==> config.mk <==
export PLATFORM = sky130hd
export DESIGN_NAME = corescore_stream_arbiter_flat
export DESIGN_NICKNAME = d
export VERILOG_FILES = /design/src/rtl/corescore_stream_arbiter_pkg.sv /design/src/rtl/corescore_stream_arbiter_if.sv /design/src/rtl/corescore_stream_arbiter_axis_skid_buffer.sv /design/src/rtl/corescore_stream_arbiter.sv /design/src/flat_wrapper.sv
export SDC_FILE = /design/constraint.sdc
export NUM_CORES = 1
export LEC_CHECK = 0
export ABC_AREA = 1
export ABC_CLOCK_PERIOD_IN_PS = 2009
export BUFFER_PORTS_ARGS = -buffer_cell sky130_fd_sc_hd__buf_2
export CAP_MARGIN = 10
export CORE_MARGIN = 2
export CORE_UTILIZATION = 48
export CTS_BUF_LIST = sky130_fd_sc_hd__clkbuf_2 sky130_fd_sc_hd__clkbuf_4 sky130_fd_sc_hd__clkbuf_8
export CTS_CLUSTER_SIZE = 25
export DETAILED_ROUTE_END_ITERATION = 6
export GPL_TIMING_DRIVEN = 0
export PLACE_DENSITY = 0.79
export SETUP_SLACK_MARGIN = 0.3
export SYNTH_ARGS = -nofsm -noshare
export SYNTH_HDL_FRONTEND = slang
export SYNTH_SLANG_ARGS = --single-unit
export TNS_END_PERCENT = 30
==> constraint.sdc <==
create_clock -name i_clk -period 2.01 [get_ports i_clk]
set_clock_uncertainty 0.1 [all_clocks]
set_input_delay 0.1005 -clock i_clk [delete_from_list [all_inputs] [get_ports i_clk]]
set_output_delay 0.1005 -clock i_clk [all_outputs]
set_load 0.05 [all_outputs]
==> src/rtl/corescore_stream_arbiter_pkg.sv <==
// Shared definitions for the corescore stream blocks: FSM encoding, default
// data width and the round-robin winner picker.
package corescore_stream_pkg;

   localparam int DEFAULT_W = 8;
   localparam int MAX_N     = 16;

   typedef enum logic {
      IDLE = 1'b0,
      BUSY = 1'b1
   } arb_state_e;

   // One-hot winner: first set bit of req at or after ptr, wrapping at n.
   function automatic logic [MAX_N-1:0] rr_pick(input logic [MAX_N-1:0] req,
                                                input logic [3:0]       ptr,
                                                input int               n);
      logic [MAX_N-1:0] win;
      logic             found;
      logic [3:0]       idx;
      win   = '0;
      found = 1'b0;
      for (int i = 0; i < MAX_N; i++) begin
         idx = 4'((int'(ptr) + i) % n);
         if ((i < n) && !found && req[idx]) begin
            win[idx] = 1'b1;
            found    = 1'b1;
         end
      end
      return win;
   endfunction

endpackage

==> src/rtl/corescore_stream_arbiter_if.sv <==
// Handshake bundle between N byte producers, the arbiter and the UART sink.
interface corescore_stream_arbiter_if
   import corescore_stream_pkg::*;
#(
   parameter int N = 4,
   parameter int W = DEFAULT_W
);
   logic [N*W-1:0] i_tdata;
   logic [N-1:0]   i_tlast;
   logic [N-1:0]   i_tvalid;
   logic [N-1:0]   o_tready;
   logic [W-1:0]   o_tdata;
   logic           o_tlast;
   logic           o_tvalid;
   logic           i_tready;
   logic [N-1:0]   o_grant;

   modport slave (
      input  i_tdata, i_tlast, i_tvalid, i_tready,
      output o_tready, o_tdata, o_tlast, o_tvalid, o_grant
   );

   modport master (
      output i_tdata, i_tlast, i_tvalid, i_tready,
      input  o_tready, o_tdata, o_tlast, o_tvalid, o_grant
   );
endinterface

==> src/rtl/corescore_stream_arbiter_axis_skid_buffer.sv <==
// Two-entry registered AXI-Stream stage: full throughput, registered outputs,
// upstream ready driven only from the registered skid occupancy.
module axis_skid_buffer
   import corescore_stream_pkg::*;
#(
   parameter int W = DEFAULT_W
) (
   input  logic         i_clk,
   input  logic         i_rst_n,
   input  logic [W-1:0] i_tdata,
   input  logic         i_tlast,
   input  logic         i_tvalid,
   output logic         o_tready,
   output logic [W-1:0] o_tdata,
   output logic         o_tlast,
   output logic         o_tvalid,
   input  logic         i_tready
);

   logic [W-1:0] main_data_q, main_data_d;
   logic         main_last_q, main_last_d;
   logic         main_vld_q,  main_vld_d;
   logic [W-1:0] skid_data_q, skid_data_d;
   logic         skid_last_q, skid_last_d;
   logic         skid_full_q, skid_full_d;
   logic         accept;
   logic         main_free;

   always_comb begin
      main_data_d = main_data_q;
      main_last_d = main_last_q;
      main_vld_d  = main_vld_q;
      skid_data_d = skid_data_q;
      skid_last_d = skid_last_q;
      skid_full_d = skid_full_q;
      accept      = i_tvalid & ~skid_full_q;
      main_free   = ~main_vld_q | i_tready;
      if (main_free) begin
         // Skid holds the older beat, so it always drains first.
         if (skid_full_q) begin
            main_data_d = skid_data_q;
            main_last_d = skid_last_q;
            main_vld_d  = 1'b1;
            skid_full_d = 1'b0;
         end else if (accept) begin
            main_data_d = i_tdata;
            main_last_d = i_tlast;
            main_vld_d  = 1'b1;
         end else begin
            main_vld_d  = 1'b0;
         end
      end else if (accept) begin
         skid_data_d = i_tdata;
         skid_last_d = i_tlast;
         skid_full_d = 1'b1;
      end
   end

   always_ff @(posedge i_clk or negedge i_rst_n) begin
      if (!i_rst_n) begin
         main_data_q <= '0;
         main_last_q <= 1'b0;
         main_vld_q  <= 1'b0;
         skid_data_q <= '0;
         skid_last_q <= 1'b0;
         skid_full_q <= 1'b0;
      end else begin
         main_data_q <= main_data_d;
         main_last_q <= main_last_d;
         main_vld_q  <= main_vld_d;
         skid_data_q <= skid_data_d;
         skid_last_q <= skid_last_d;
         skid_full_q <= skid_full_d;
      end
   end

   assign o_tready = ~skid_full_q;
   assign o_tdata  = main_data_q;
   assign o_tlast  = main_last_q;
   assign o_tvalid = main_vld_q;

endmodule

==> src/rtl/corescore_stream_arbiter.sv <==
// Packet-level round-robin arbiter: N byte-stream producers share one
// AXI-Stream sink; a grant is held until the owner's tlast beat is accepted.
module corescore_stream_arbiter
   import corescore_stream_pkg::*;
#(
   parameter int N = 4,
   parameter int W = DEFAULT_W
) (
   input  logic                        i_clk,
   input  logic                        i_rst_n,
   corescore_stream_arbiter_if.slave   bus
);

   arb_state_e       state_q, state_d;
   logic [N-1:0]     grant_q, grant_d;
   logic [3:0]       rr_ptr_q, rr_ptr_d;
   logic [MAX_N-1:0] pick;
   logic [N-1:0]     win;
   logic [3:0]       win_idx;
   logic [W-1:0]     sel_data;
   logic             sel_last;
   logic             sel_valid;
   logic             skid_ready;
   logic             xfer;

   always_comb begin
      pick    = rr_pick(MAX_N'(bus.i_tvalid), rr_ptr_q, N);
      win     = pick[N-1:0];
      win_idx = '0;
      for (int k = 0; k < N; k++) begin
         if (win[k]) win_idx = 4'(k);
      end
   end

   always_comb begin
      sel_data = '0;
      sel_last = 1'b0;
      for (int k = 0; k < N; k++) begin
         if (grant_q[k]) begin
            sel_data = bus.i_tdata[k*W +: W];
            sel_last = bus.i_tlast[k];
         end
      end
      sel_valid = |(bus.i_tvalid & grant_q);
      xfer      = sel_valid & skid_ready;
   end

   always_comb begin
      state_d  = state_q;
      grant_d  = grant_q;
      rr_ptr_d = rr_ptr_q;
      case (state_q)
         IDLE: begin
            if (|bus.i_tvalid) begin
               grant_d  = win;
               rr_ptr_d = (win_idx == 4'(N-1)) ? 4'd0 : win_idx + 4'd1;
               state_d  = BUSY;
            end
         end
         BUSY: begin
            // Owner stays locked through tvalid gaps; only tlast releases it.
            if (xfer && sel_last) begin
               grant_d = '0;
               state_d = IDLE;
            end
         end
         default: begin
            grant_d = '0;
            state_d = IDLE;
         end
      endcase
   end

   always_ff @(posedge i_clk or negedge i_rst_n) begin
      if (!i_rst_n) begin
         state_q  <= IDLE;
         grant_q  <= '0;
         rr_ptr_q <= 4'd0;
      end else begin
         state_q  <= state_d;
         grant_q  <= grant_d;
         rr_ptr_q <= rr_ptr_d;
      end
   end

   // grant_q is cleared in IDLE, so it doubles as the status output and ready mask.
   assign bus.o_grant  = grant_q;
   assign bus.o_tready = grant_q & {N{skid_ready}};

   axis_skid_buffer #(
      .W (W)
   ) u_skid (
      .i_clk    (i_clk),
      .i_rst_n  (i_rst_n),
      .i_tdata  (sel_data),
      .i_tlast  (sel_last),
      .i_tvalid (sel_valid),
      .o_tready (skid_ready),
      .o_tdata  (bus.o_tdata),
      .o_tlast  (bus.o_tlast),
      .o_tvalid (bus.o_tvalid),
      .i_tready (bus.i_tready)
   );

endmodule

==> src/flat_wrapper.sv <==
// flat-port wrapper written by rule: the top's interface ports become plain ports
module corescore_stream_arbiter_flat import corescore_stream_pkg::*;
#(
   parameter int N = 4,
   parameter int W = DEFAULT_W
)
  (i_clk, i_rst_n, bus_i_tdata, bus_i_tlast, bus_i_tvalid, bus_i_tready, bus_o_tready, bus_o_tdata, bus_o_tlast, bus_o_tvalid, bus_o_grant);
  corescore_stream_arbiter_if #(.N(N), .W(W)) bus_i ();
  input  logic i_clk;
  input  logic i_rst_n;
  input wire logic [$bits(bus_i.i_tdata)-1:0] bus_i_tdata;
  input wire logic [$bits(bus_i.i_tlast)-1:0] bus_i_tlast;
  input wire logic [$bits(bus_i.i_tvalid)-1:0] bus_i_tvalid;
  input wire logic [$bits(bus_i.i_tready)-1:0] bus_i_tready;
  output wire logic [$bits(bus_i.o_tready)-1:0] bus_o_tready;
  output wire logic [$bits(bus_i.o_tdata)-1:0] bus_o_tdata;
  output wire logic [$bits(bus_i.o_tlast)-1:0] bus_o_tlast;
  output wire logic [$bits(bus_i.o_tvalid)-1:0] bus_o_tvalid;
  output wire logic [$bits(bus_i.o_grant)-1:0] bus_o_grant;
  assign bus_i.i_tdata = bus_i_tdata;
  assign bus_i.i_tlast = bus_i_tlast;
  assign bus_i.i_tvalid = bus_i_tvalid;
  assign bus_i.i_tready = bus_i_tready;
  assign bus_o_tready = bus_i.o_tready;
  assign bus_o_tdata = bus_i.o_tdata;
  assign bus_o_tlast = bus_i.o_tlast;
  assign bus_o_tvalid = bus_i.o_tvalid;
  assign bus_o_grant = bus_i.o_grant;
  corescore_stream_arbiter #(.N(N), .W(W)) u_core (.i_clk(i_clk), .i_rst_n(i_rst_n), .bus(bus_i));
endmodule
==> metrics.csv <==
metric,value,unit
dr.pass1.iters,4,
cts_root_buf,clkbuf_8,
path_clk_slew,0.10,ns
r2r-start,u_core.rr_ptr_q[0]$_DFFE_PN0P_,
synth_seq_cells,27,
final_cells,410,
cpMostUsedCell,nand2_1,
syn_avg_cell_area,6.58,µm²
synth_cell_types,22,
fmax,563,MHz
dp_cells,395,
fill_cells,327,
crit_type,flop to flop,
die_w,66.7,µm
rsz0062_at_grt,yes,
synth_nets,335,
endpoint,u_core.rr_ptr_q[1]$_DFFE_PN0P_,
rows,22,
worstPathCellList,inv_4 -> ha_4 -> inv_4 -> nand3_2 -> nand2_2 -> nand2_4 -> nor2_4 -> nand2_1 -> nand2_2 -> nor2_4 -> nand2_1 -> nand2_1 -> nand2_1,
initial_core_util,50.8,%
fin_ws,0.232,ns
slew_violations,0,
crit_path_max_fanout,4,
synthFlopType,dfrtp_1,
layout-drive-gt1-share,36.2,%
die_height,66.7,µm
leakagePower,1.31,nW
worst_slew_pin_slew,0.589,ns
wl_per_cell,12.8,µm
num_io_pins,61,
core,0.00372,mm²
cpMaxStageDelayCell,dfrtp_2,
clock_path_buffers,2,
final_area,0.00250,mm²
drc,0,
numClockSinks,27,
worst_r2r_endpoint,u_core.rr_ptr_q[1]$_DFFE_PN0P_,
grt_pass1_vias,1918,
path_depth,13,
syn-cell-area,0.00189,mm²
grt_pass1_wl,8180,µm
cpLargestDelayFamily,simple AND/OR/NAND/NOR gates,
vias,2161,
synth.yosys.warnings,0,
drt_iter0_drc,154,
clk_latency,0.28,ns
holdWs,0.0524,ns
synth-async-reset-ratio,100,%
maxCapViolations,0,
place_congestion,0.847,
vdd_drop_max,0.00101,V
num_antenna_cells,0,
die_area,0.00445,mm²
grt_usage,23.7,%
synth_edf_count,0,
cts_tree,done,
period_minus_slack,1.78,ns
period_share,88.4,%
ys_seq_area_share,35.8,%
finalWirelength,5250,µm
grt_max_degree,28,
viasPerCell,5.27,
gr-total-overflow,0,
slew_headroom,60.7,%
critPathLaunch,u_core.rr_ptr_q[0]$_DFFE_PN0P_,
r2r_cells,13,
cts_max_level,1,
synthCells,287,
pre_cts_slack,0.0338,ns
crit_path_start_kind,flop,
power.density,1770,mW/mm²
reg2reg_slack,0.23,ns
crit_required,2.12,ns
status,"complete, no violations",
hold_viol_final,0,
cts-buffers-inserted,3,
area_growth,32.5,%
nets,411,
setup-violations-final,0,
antenna_found_initial,0,
hpwl,3710,µm
critPathBufInv,2,
min_path_type,input pin to flop,
portBuffers,60,
drtAntennaViolNets,0,
placed_cell_area,0.00228,mm²
crit_path_max_incr_delay,0.46,ns
cp-end-kind,flop,
cp_data_arrival_time,1.89,ns
setup_tns,0,ns
[report_power, final]
group | internal (mW) | switching, mW
clock | 0.141 | 0.173
sequential | 0.796 | 0.164
combinational | 1.01 | 2.14
[layout make-up]
| class | instances | area, µm² | area share, % |
|---|---|---|---|
| plain buffers | 8 | 41.3 | 1.65 |
| clock buffers | 3 | 41.3 | 1.65 |
| clock inverters | 1 | 7.51 | 0.300 |
| inverters | 24 | 97.6 | 3.90 |
| multi-input cells | 228 | 1180 | 47.3 |
| flip-flops and latches | 27 | 683 | 27.3 |
| well taps | 48 | 60.1 | 2.40 |
| repair buffers | 71 | 389 | 15.5 |
[cells by family after synthesis]
family	Yosys count	synth area share, %
AO/OA/AOI/OAI	53	14.2
adder cells (fa/ha/maj)	5	3.31
buffers and inverters	32	6.62
flip-flops	27	35.8
AND/OR/NAND/NOR	170	40.1
[registers in the layout, indices dropped and copies added, names as in the netlist]
| name | count |
|---|---|
| u_core.u_skid.skid_full_q | 1 |
| u_core.u_skid.o_tlast | 1 |
| u_core.u_skid.skid_last_q | 1 |
| u_core.u_skid.o_tdata | 8 |
| u_core.rr_ptr_q | 2 |
| u_core.u_skid.o_tvalid | 1 |
| u_core.state_q | 1 |
| u_core.u_skid.skid_data_q | 8 |
| u_core.bus.o_grant | 4 |
[how the worst min path moves through the flow]
| stage | cells past startpoint | from | endpoint | slack (ns) |
|---|---|---|---|---|
| final | 3 | bus_i_tlast[3] | u_core.u_skid.skid_last_q$_DFFE_PN0P_ | 0.05 |
| after global routing | 3 | bus_i_tlast[3] | u_core.u_skid.skid_last_q$_DFFE_PN0P_ | 0.08 |
| after CTS | 3 | bus_i_tlast[3] | u_core.u_skid.skid_last_q$_DFFE_PN0P_ | 0.08 |
| after detailed placement | 1 | i_rst_n | u_core.u_skid.o_tdata[0]$_DFFE_PN0P_ | 0.03 |
| after global placement | 1 | i_rst_n | u_core.u_skid.o_tdata[1]$_DFFE_PN0P_ | 0.03 |
| after floorplan | 0 | i_rst_n | u_core.bus.o_grant[0]$_DFFE_PN0P_ | -0.30 |
[Yosys cell counts, types with 4 or more instances]
library cell	n	area share, %
nand2_1	104	21
dfrtp_1	27	36
nor2_1	27	5.4
o21ai_0	27	7.2
nand3_1	23	6.1
inv_1	17	3.4
a21oi_1	16	4.2
o21ai_1	8	2.1
ha_1	5	3.3
inv_2	5	0.99
buf_2	4	1.1
clkbuf_1	4	0.79
nand2_2	4	1.3
nor2_4	4	2.4
[metal layers]
metal	track usage, %	wire [µm]
met5	0	0
met4	11.0	198
met3	2.70	320
met2	42.9	2620
met1	27.7	2110
[stage by stage]
stage,utilization (%),power (mW)
finish,67.4,4.42
global route,67.4,4.80
CTS,64.5,4.15
detailed placement,61.5,3.69
floorplan,-,3.08
global placement,61.5,3.63
[worst reg2reg max path, delay by kind of cell, from the launching register on]
| family | cells | cell delay [ns] |
|---|---|---|
| buf+inv | 2 | 0.16 |
| fa+ha+maj | 1 | 0.22 |
| simple gates | 10 | 0.77 |
| flops | 1 | 0.46 |
[repair_timing]
item                                    in CTS  in global routing
resized for setup                            7                 26
hold endpoints to repair                    27                  0
pin swaps                                    8                 17
gates cloned                                 0                  0
buffers inserted                             5                  5
endpoints found under the setup margin      11                 24
hold buffers                                 1                  0
[placed cells by master, fill, tap and decap left out, types with 7 or more instances in the layout]
cell type and n:
dfrtp_1 21, nor2_1 20, buf_2 63, o21ai_0 26, buf_4 9, nand3_1 21
nand2_2 12, o21ai_1 7, nand2_1 95, a21oi_1 16, inv_1 14
(Power assumes the default switching activity.)
